<file path="src/rtl/seq_multiplier_if.sv">
// Handshake and operand bundle between the execute stage and the iterative multiplier.
// The master side issues ops and kills; the slave side is the multiplier itself.
interface seq_multiplier_if #(
    parameter int WIDTH = 32
) ();
    logic             i_start;
    logic [1:0]       i_op;
    logic [WIDTH-1:0] i_a;
    logic [WIDTH-1:0] i_b;
    logic             i_kill;
    logic             o_ready;
    logic             o_done;
    logic [WIDTH-1:0] o_out;

    modport master (
        output i_start, i_op, i_a, i_b, i_kill,
        input  o_ready, o_done, o_out
    );

    modport slave (
        input  i_start, i_op, i_a, i_b, i_kill,
        output o_ready, o_done, o_out
    );
endinterface

</file>
<file path="src/rtl/seq_multiplier.sv">
// Iterative RV32M multiplier: sign-magnitude shift-add datapath retiring BITS_PER_CYCLE
// multiplier bits per clock, with a final sign fix-up and high/low half select.
module seq_multiplier #(
    parameter int WIDTH          = 32,
    parameter int BITS_PER_CYCLE = 2,
    parameter bit ZERO_BYPASS    = 1'b1
) (
    input logic              clk,
    input logic              rst,
    seq_multiplier_if.slave  bus
);
    localparam int N  = WIDTH / BITS_PER_CYCLE;
    localparam int CW = $clog2(N + 1);
    localparam logic [CW-1:0] LAST = CW'(N - 1);

    typedef enum logic [1:0] {
        ST_IDLE,
        ST_CALC,
        ST_FIX,
        ST_DONE
    } state_t;

    state_t                        r_state;
    state_t                        w_next;
    logic                          w_accept;
    logic [1:0]                    r_op;
    logic                          r_sa;
    logic                          r_sb;
    logic [WIDTH-1:0]              r_mcand;
    logic [WIDTH-1:0]              r_mplier;
    logic [2*WIDTH-1:0]            r_acc;
    logic [CW-1:0]                 r_cnt;
    logic [WIDTH-1:0]              r_out;

    logic                          w_sa;
    logic                          w_sb;
    logic                          w_zero;
    logic [WIDTH-1:0]              w_aMag;
    logic [WIDTH-1:0]              w_bMag;
    logic [WIDTH+BITS_PER_CYCLE-1:0] w_partial;
    logic [WIDTH+BITS_PER_CYCLE-1:0] w_sum;
    logic [2*WIDTH-1:0]            w_accNext;
    logic [2*WIDTH-1:0]            w_prod;
    logic [WIDTH-1:0]              w_result;

    assign w_sa   = bus.i_a[WIDTH-1] & ((bus.i_op == 2'b01) | (bus.i_op == 2'b10));
    assign w_sb   = bus.i_b[WIDTH-1] & (bus.i_op == 2'b01);
    assign w_aMag = w_sa ? -bus.i_a : bus.i_a;
    assign w_bMag = w_sb ? -bus.i_b : bus.i_b;
    assign w_zero = ZERO_BYPASS && ((bus.i_a == '0) || (bus.i_b == '0));

    // The accumulator shifts right as digits retire, so each partial product always
    // lands on the upper half; after N steps the full product sits in r_acc.
    assign w_partial = {{BITS_PER_CYCLE{1'b0}}, r_mcand}
                     * {{WIDTH{1'b0}}, r_mplier[BITS_PER_CYCLE-1:0]};
    assign w_sum     = {{BITS_PER_CYCLE{1'b0}}, r_acc[2*WIDTH-1:WIDTH]} + w_partial;
    assign w_accNext = {w_sum, r_acc[WIDTH-1:BITS_PER_CYCLE]};

    assign w_prod   = (r_sa ^ r_sb) ? -r_acc : r_acc;
    assign w_result = (r_op == 2'b00) ? w_prod[WIDTH-1:0] : w_prod[2*WIDTH-1:WIDTH];

    always_ff @(posedge clk) begin
        if (rst) begin
            r_state <= ST_IDLE;
        end else begin
            r_state <= w_next;
        end
    end

    // Kill outranks start everywhere; in IDLE/DONE it only suppresses acceptance.
    always_comb begin
        w_next      = r_state;
        w_accept    = 1'b0;
        bus.o_ready = 1'b0;
        bus.o_done  = 1'b0;
        case (r_state)
            ST_IDLE: begin
                bus.o_ready = 1'b1;
                if (bus.i_start && !bus.i_kill) begin
                    w_accept = 1'b1;
                    w_next   = w_zero ? ST_DONE : ST_CALC;
                end
            end
            ST_CALC: begin
                if (bus.i_kill) begin
                    w_next = ST_IDLE;
                end else if (r_cnt == LAST) begin
                    w_next = ST_FIX;
                end
            end
            ST_FIX: begin
                w_next = bus.i_kill ? ST_IDLE : ST_DONE;
            end
            ST_DONE: begin
                bus.o_ready = 1'b1;
                bus.o_done  = 1'b1;
                if (bus.i_start && !bus.i_kill) begin
                    w_accept = 1'b1;
                    w_next   = w_zero ? ST_DONE : ST_CALC;
                end else begin
                    w_next = ST_IDLE;
                end
            end
            default: begin
                w_next = ST_IDLE;
            end
        endcase
    end

    always_ff @(posedge clk) begin
        if (rst) begin
            r_op     <= '0;
            r_sa     <= 1'b0;
            r_sb     <= 1'b0;
            r_mcand  <= '0;
            r_mplier <= '0;
            r_acc    <= '0;
            r_cnt    <= '0;
            r_out    <= '0;
        end else if (w_accept) begin
            r_op     <= bus.i_op;
            r_sa     <= w_sa;
            r_sb     <= w_sb;
            r_mcand  <= w_aMag;
            r_mplier <= w_bMag;
            r_acc    <= '0;
            r_cnt    <= '0;
            if (w_zero) begin
                r_out <= '0;
            end
        end else if (r_state == ST_CALC && !bus.i_kill) begin
            r_acc    <= w_accNext;
            r_mplier <= r_mplier >> BITS_PER_CYCLE;
            r_cnt    <= r_cnt + CW'(1);
        end else if (r_state == ST_FIX && !bus.i_kill) begin
            r_out <= w_result;
        end
    end

    assign bus.o_out = r_out;
endmodule

</file>
<file path="src/flat_wrapper.sv">
// flat-port wrapper written by rule: the top's interface ports become plain ports
module seq_multiplier_flat 
#(
    parameter int WIDTH          = 32,
    parameter int BITS_PER_CYCLE = 2,
    parameter bit ZERO_BYPASS    = 1'b1
)
  (clk, rst, bus_i_start, bus_i_op, bus_i_a, bus_i_b, bus_i_kill, bus_o_ready, bus_o_done, bus_o_out);
  seq_multiplier_if #(.WIDTH(WIDTH)) bus_i ();
  input logic clk;
  input logic rst;
  input wire logic [$bits(bus_i.i_start)-1:0] bus_i_start;
  input wire logic [$bits(bus_i.i_op)-1:0] bus_i_op;
  input wire logic [$bits(bus_i.i_a)-1:0] bus_i_a;
  input wire logic [$bits(bus_i.i_b)-1:0] bus_i_b;
  input wire logic [$bits(bus_i.i_kill)-1:0] bus_i_kill;
  output wire logic [$bits(bus_i.o_ready)-1:0] bus_o_ready;
  output wire logic [$bits(bus_i.o_done)-1:0] bus_o_done;
  output wire logic [$bits(bus_i.o_out)-1:0] bus_o_out;
  assign bus_i.i_start = bus_i_start;
  assign bus_i.i_op = bus_i_op;
  assign bus_i.i_a = bus_i_a;
  assign bus_i.i_b = bus_i_b;
  assign bus_i.i_kill = bus_i_kill;
  assign bus_o_ready = bus_i.o_ready;
  assign bus_o_done = bus_i.o_done;
  assign bus_o_out = bus_i.o_out;
  seq_multiplier #(.WIDTH(WIDTH), .BITS_PER_CYCLE(BITS_PER_CYCLE), .ZERO_BYPASS(ZERO_BYPASS)) u_core (.clk(clk), .rst(rst), .bus(bus_i));
endmodule
</file>
<file path="config.mk">
export PLATFORM = sky130hd
export DESIGN_NAME = seq_multiplier_flat
export DESIGN_NICKNAME = d
export VERILOG_FILES = /design/src/rtl/seq_multiplier_if.sv /design/src/rtl/seq_multiplier.sv /design/src/flat_wrapper.sv
export SDC_FILE = /design/constraint.sdc
export NUM_CORES = 1
export LEC_CHECK = 0
export CAP_MARGIN = 20
export CORE_ASPECT_RATIO = 1.5
export CORE_MARGIN = 1.5
export CORE_UTILIZATION = 55
export CTS_BUF_LIST = sky130_fd_sc_hd__clkbuf_8
export CTS_CLUSTER_DIAMETER = 200
export DETAILED_ROUTE_END_ITERATION = 16
export GPL_ROUTABILITY_DRIVEN = 0
export PLACE_DENSITY = 0.8
export SLEW_MARGIN = 30
export SYNTH_ARGS = -nofsm -noshare
export SYNTH_HDL_FRONTEND = slang
export SYNTH_SLANG_ARGS = --single-unit
</file>
<file path="constraint.sdc">
create_clock -name clk -period 3.35 [get_ports clk]
set_input_delay 0.5025 -clock clk [delete_from_list [all_inputs] [get_ports clk]]
set_output_delay 0.5025 -clock clk [all_outputs]
set_load 0.02 [all_outputs]
</file>
== Yosys cells after proc, flatten, opt, wreduce, memory -nomap -nowiden ==
Cells that the tools add are included.

* Word-level logic and storage cells: 65
* Bits of input ports: 70
* Output and inout bits: 34
* Bits in registers: 171

* Add/sub/neg operators: 5
* Bitwise operators: 4
* Muxes and demuxes: 21
* Reductions and logical operators: 15
* Equal/unequal tests: 10
* Multiply operators: 1

{| class="wikitable"
|+ Operator list
! operator !! number
|-
| 32-bit two-way mux || 9
|-
| 32-bit logical NOT || 2
|-
| 64-bit two-way mux || 1
|-
| 32-bit negator || 2
|-
| 64-bit negator || 1
|-
| 32-bit by 34-bit adder with 34-bit output || 1
|-
| 32-bit by 2-bit multiplier with 34-bit output || 1
|-
| 2-bit two-way mux || 6
|-
| 2-bit one-hot mux with 4 select lines || 1
|-
| 2-bit == test (second input constant) || 3
|-
| 5-bit by 1-bit adder with 5-bit output (second input constant) || 1
|-
| 5-bit by 4-bit == test with 1-bit output (second input constant) || 1
|-
| 2-bit by 1-bit == test with 1-bit output (second input constant) || 2
|-
| 2-bit logical NOT || 2
|-
| 1-bit two-way mux || 4
|-
| 2-bit by 1-bit != test with 1-bit output (second input constant) || 2
|-
| 2-bit nonzero test || 2
|-
| 2-bit OR reduction || 2
|-
| 1-bit logical AND || 3
|-
| 3-bit by 2-bit != test with 1-bit output (second input constant) || 1
|-
| 3-bit AND reduction || 1
|-
| 1-bit bitwise AND || 2
|-
| 2-bit != test (second input constant) || 1
|-
| 2-bit AND reduction || 1
|-
| 4 further kinds || 4
|}

== Longest topological paths before layout ==
Gate-level depths: netlist (run 1).

* Depth in word-level cells: 6
* Gate-level depth with buffers: 15

== Worst setup path before layout (run 1) ==
Ideal clock, no wire load.

* Path kind: reg2reg
* From: register u_core.r_mplier[1]
* To: register u_core.r_acc[61]
* Data required time: 3,263 ps
* Arrival time: 3,348 ps
* Path slack: -85 ps
* Path buffers: 2
* Period minus slack after synthesis: 3,435 ps
* Setup time: 87 ps
* Stages on the path, launching flop included: 16
* Cells stage by stage: dfxtp_1 > clkbuf_1 > nand2_1 > fa_1 > inv_1 > ha_1 > clkbuf_1 > o21ai_0 > nor2_1 > nor4_1 > o41ai_1 > o21ai_0 > a311oi_1 > a31oi_1 > xor2_1 > o31ai_1

* Word-level cells in the longest chain between the ends: 2

{| class="wikitable"
|+ Ends and longest elaborated chain
! element !! RTL line !! RTL
|-
| start: declaration || seq_multiplier.sv:30 || <nowiki>logic [WIDTH-1:0] r_mplier;</nowiki>
|-
| start signal: assignment || seq_multiplier.sv:125 || <nowiki>r_mplier <= w_bMag;</nowiki>
|-
| start signal: assignment || seq_multiplier.sv:133 || <nowiki>r_mplier <= r_mplier >> BITS_PER_CYCLE;</nowiki>
|-
| 32-bit by 2-bit multiplier with 34-bit output || seq_multiplier.sv:55 || <nowiki>* {{WIDTH{1'b0}}, r_mplier[BITS_PER_CYCLE-1:0]};</nowiki>
|-
| 32-bit by 34-bit adder with 34-bit output || seq_multiplier.sv:56 || <nowiki>assign w_sum = {{BITS_PER_CYCLE{1'b0}}, r_acc[2*WIDTH-1:WIDTH]} + w_partial;</nowiki>
|-
| end signal: assignment || seq_multiplier.sv:132 || <nowiki>r_acc <= w_accNext;</nowiki>
|-
| end: declaration || seq_multiplier.sv:31 || <nowiki>logic [2*WIDTH-1:0] r_acc;</nowiki>
|}

No other way between the ends.
A chain may end at the register's enable or synchronous reset.

== Final worst setup path (run 1) ==
* From: register u_core.r_mplier[1]
* To: register u_core.r_acc[59]

The elaborated chain is that of the path after synthesis.

==> impl_metrics.json, run 1 <==
{
  "wl_per_cell_um": 16.0,
  "grt_max_degree": 73,
  "synth_compound_area_share_pct": 21.7,
  "synth_adder_area_share_pct": 10.1,
  "synth_simple_gate_area_share_pct": 23.1,
  "clk_pin_slew_ns": 0.09,
  "synth_edf_count": 0,
  "status": "finished, violations left",
  "via_per_inst": 5.87,
  "multi_input_area_mm2": 0.00803,
  "fin_skew_ns": 0.00973,
  "holdWs_ns": 0.460,
  "grt_remaining_overflow": 0,
  "ys_types": 67,
  "ys_warn_count": 0,
  "grtUsageMet2_pct": 48.0,
  "synth_top_family_by_area": "simple AND/OR/NAND/NOR gates",
  "slew_headroom_pct": 50.3,
  "dpl_cell_area_mm2": 0.0138,
  "crit_top_cell": "buf_4",
  "antenna_found_initial": 0,
  "final_hold_viol_count": 0,
  "core_area_mm2": 0.0211,
  "placement.io_buffers": 103,
  "grt_use_total_pct": 27.6,
  "pre_cts_slack_ns": -0.247,
  "path_buf_inv": 3,
  "grt_pass1_vias": 10814,
  "crit_chain": "buf_8 > and2_1 > fa_1 > ha_1 > nand4_1 > o21ai_1 > a31oi_2 > a211oi_2 > buf_4 > o21ai_2 > a311oi_2 > buf_4 > xor2_2 > nand2_1 > a21oi_2",
  "clkLatencyLatePin_ns": 0.48,
  "power.leakage_nw": 5.80,
  "syn_inst": 1553,
  "yosysSeqAreaShare_pct": 29.0,
  "synth_flop_cell": "dfxtp_1",
  "dr.pass1.iters": 5,
  "use_met1_pct": 33.0,
  "regArea_mm2": 0.00343,
  "synthMuxAreaShare_pct": 0.0847,
  "ys_async_sr_fraction_pct": 0,
  "ys_ff_latch": 171,
  "cp_slowest_cell": "fa_1",
  "fin_total_pwr_mw": 5.86,
  "dp_hpwl_mm": 23.1,
  "dieHeight_um": 183,
  "drt_wl_total_mm": 31.7,
  "post_synth.cell_area_avg_um2": 7.61,
  "die_x_um": 123,
  "switching_share_pct": 38.6,
  "cts_buffers": 17,
  "crit_path_max_incr_delay_ns": 0.49,
  "num-fill-cells": 1697,
  "cts.sinks": 171,
  "grt_pass1_wl_mm": 50.2,
  "fmax_ghz": 0.293,
  "htree_levels": 4,
  "setup_viol_count_final": 3,
  "ir_worst_vdd_uv": 281,
  "dieArea_mm2": 0.0224,
  "period_needed_ns": 3.41,
  "rows": 65,
  "combPwrFrac_pct": 35.8,
  "fin_area_mm2": 0.0145,
  "vias": 11666,
  "drcViolationCount": 0,
  "final-max-slew-violation-count": 0,
  "grt_use_met3_pct": 4.47,
  "root_buffer": "clkbuf_8",
  "num_antenna_cells": 0,
  "layout_setup_ws_ns": -0.0598,
  "cp_max_fo": 13,
  "maxCapViolCount": 0,
  "rsz0062_at_grt": "yes",
  "violations": "setup timing",
  "nets": 1853,
  "cp_top_family": "compound AO/OA/AOI/OAI gates",
  "utilization_pct": 68.8,
  "p_int_mw": 3.60,
  "synth-xor-area-share_pct": 10.4,
  "drt_iter0_drc": 764,
  "drive_gt1_share_pct": 12.6,
  "syn_area_mm2": 0.0118,
  "period_share_pct": 102,
  "critPathKind": "flop to flop",
  "syn_nets": 1699,
  "busiest_layer": "met2",
  "cp_data_arrival_time_ns": 3.82,
  "cts_buffer_depth": 2,
  "power.switching_mw": 2.26,
  "worstPathRequired_ns": 3.76,
  "pin_count": 104,
  "area_delta_synth_final_pct": 22.5,
  "crit_path_end_kind": "flop",
  "cts_tree": "done",
  "seqPwrFrac_pct": 41.4,
  "clkPwrFrac_pct": 22.7,
  "start_util_pct": 56.1,
  "worst_pin_slew_ns": 0.746,
  "p_per_area_mw_per_mm2": 405,
  "hold_class": "flop to flop",
  "ant_nets": 0,
  "startpoint_type": "flop"
}
## worst paths after layout
check	from	endpoint	slack (ns)	cells past startpoint
worst max-delay path	u_core.r_mplier[1]$_SDFFE_PP0P_	u_core.r_acc[59]$_SDFFE_PP0P_	-0.06	15
worst min-delay path	u_core.bus.o_out[6]$_SDFFE_PP0P_	u_core.bus.o_out[6]$_SDFFE_PP0P_	0.46	2
worst min register to register	u_core.bus.o_out[6]$_SDFFE_PP0P_	u_core.bus.o_out[6]$_SDFFE_PP0P_	0.46	2
worst max register to register	u_core.r_mplier[1]$_SDFFE_PP0P_	u_core.r_acc[59]$_SDFFE_PP0P_	-0.06	15
## state kept, by name (all words and copies together) (netlist names)
signal and count:
u_core.r_op 2, u_core.r_mplier 32, u_core.r_cnt 5, u_core.r_state 2, u_core.r_sa 1, u_core.bus.o_out 32
u_core.r_mcand 32, u_core.r_sb 1, u_core.r_acc 64
## routing by layer
layer | routed length (µm) | up-vias | part of all wire, %
met3 | 1460 | 87 | 4.6
met4 | 1020 | 0 | 3.2
met5 | 0 | - | 0
li1 | - | 5678 | -
met2 | 16100 | 394 | 51
met1 | 13100 | 5507 | 41
## worst register-to-register path: stages, from the launching register on
cell	delay [ns]
dfxtp_4	0.38
buf_8	0.14
and2_1	0.17
fa_1	0.49
ha_1	0.34
nand4_1	0.16
o21ai_1	0.24
a31oi_2	0.09
a211oi_2	0.24
buf_4	0.16
o21ai_2	0.07
a311oi_2	0.33
buf_4	0.17
xor2_2	0.13
nand2_1	0.09
a21oi_2	0.15
## timing repair
item,4_1_cts,5_1_grt
setup endpoints to repair,7,16
gates resized for setup,12,50
pin swaps,5,25
buffers inserted,1,4
hold buffers,0,0
## cells in the final DEF (no fill, tap or decap), types with 33 or more instances in the layout
cell / count
xor2_1: 60
a311oi_1: 35
ha_1: 37
clkdlybuf4s50_1: 102
a21oi_1: 125
dfxtp_1: 168
nor2_1: 135
xnor2_1: 78
nand2_1: 302
o21ai_0: 50
buf_4: 111
a211oi_1: 33
inv_1: 94
## synth_stat cells, types with 11 or more instances
master | number | share of area, %
dfxtp_1 | 171 | 29
and2_1 | 24 | 1.3
fa_1 | 32 | 5.4
xor2_1 | 62 | 4.6
nand2_1 | 304 | 9.7
o31ai_1 | 16 | 1.0
nor4_1 | 11 | 0.58
nor2_1 | 139 | 4.4
o21ai_0 | 58 | 2.5
inv_1 | 93 | 3.0
ha_1 | 44 | 4.7
clkbuf_1 | 75 | 2.4
nand3_1 | 14 | 0.59
a311oi_1 | 36 | 2.7
a211oi_1 | 36 | 2.3
a21o_1 | 20 | 1.3
xnor2_1 | 79 | 5.9
a31oi_1 | 15 | 0.79
a21oi_1 | 129 | 5.5
or3_1 | 13 | 0.69
nor3_1 | 26 | 1.1
a22o_1 | 12 | 0.89
## through the flow
| stage | std cells | setup TNS [ns] |
|---|---|---|
| final | 1988 | -0.163 |
| after detailed placement | 1951 | -1.95 |
| after global routing | 1988 | -0.682 |
| after floorplan | 1553 | 0 |
| after CTS | 1984 | 0 |
| after global placement | 1951 | -1.72 |
## final cells by class
type	instances	share of cell area, %
clock inverters	14	0.691
flip-flops and latches	171	23.7
well taps	268	2.31
repair buffers	222	13.8
multi-input cells	1202	55.4
clock buffers	18	1.71
inverters	93	2.41
## power groups by stage
stage / Clock [mW] / Combinational, mW / Sequential [mW]
3_5_place_dp: 0 / 2.00 / 2.46
3_3_place_gp: 0 / 1.96 / 2.45
6_report: 1.33 / 2.10 / 2.43
2_1_floorplan: 0 / 1.33 / 2.42
5_1_grt: 1.43 / 2.31 / 2.46
4_1_cts: 1.35 / 2.02 / 2.42
## logic make-up (layout without fill, tap and decap cells)
logic type / after synthesis / after routing
AOI/OAI and AO/OA: 384 / 384
xor gates and xnor gates: 141 / 141
adders and majority gates: 76 / 76
buffers and inverters: 180 / 347
DFF: 171 / 171
muxes: 1 / 1
and+or+nand+nor: 600 / 600
(Power assumes the default switching activity.)
==> run 2: changes to the inputs <==
Settings changed: SLEW_MARGIN 30 to 10.
==> results of run 2 <==
Same layout as run 1: the final DEF is identical, and so are final timing and power.
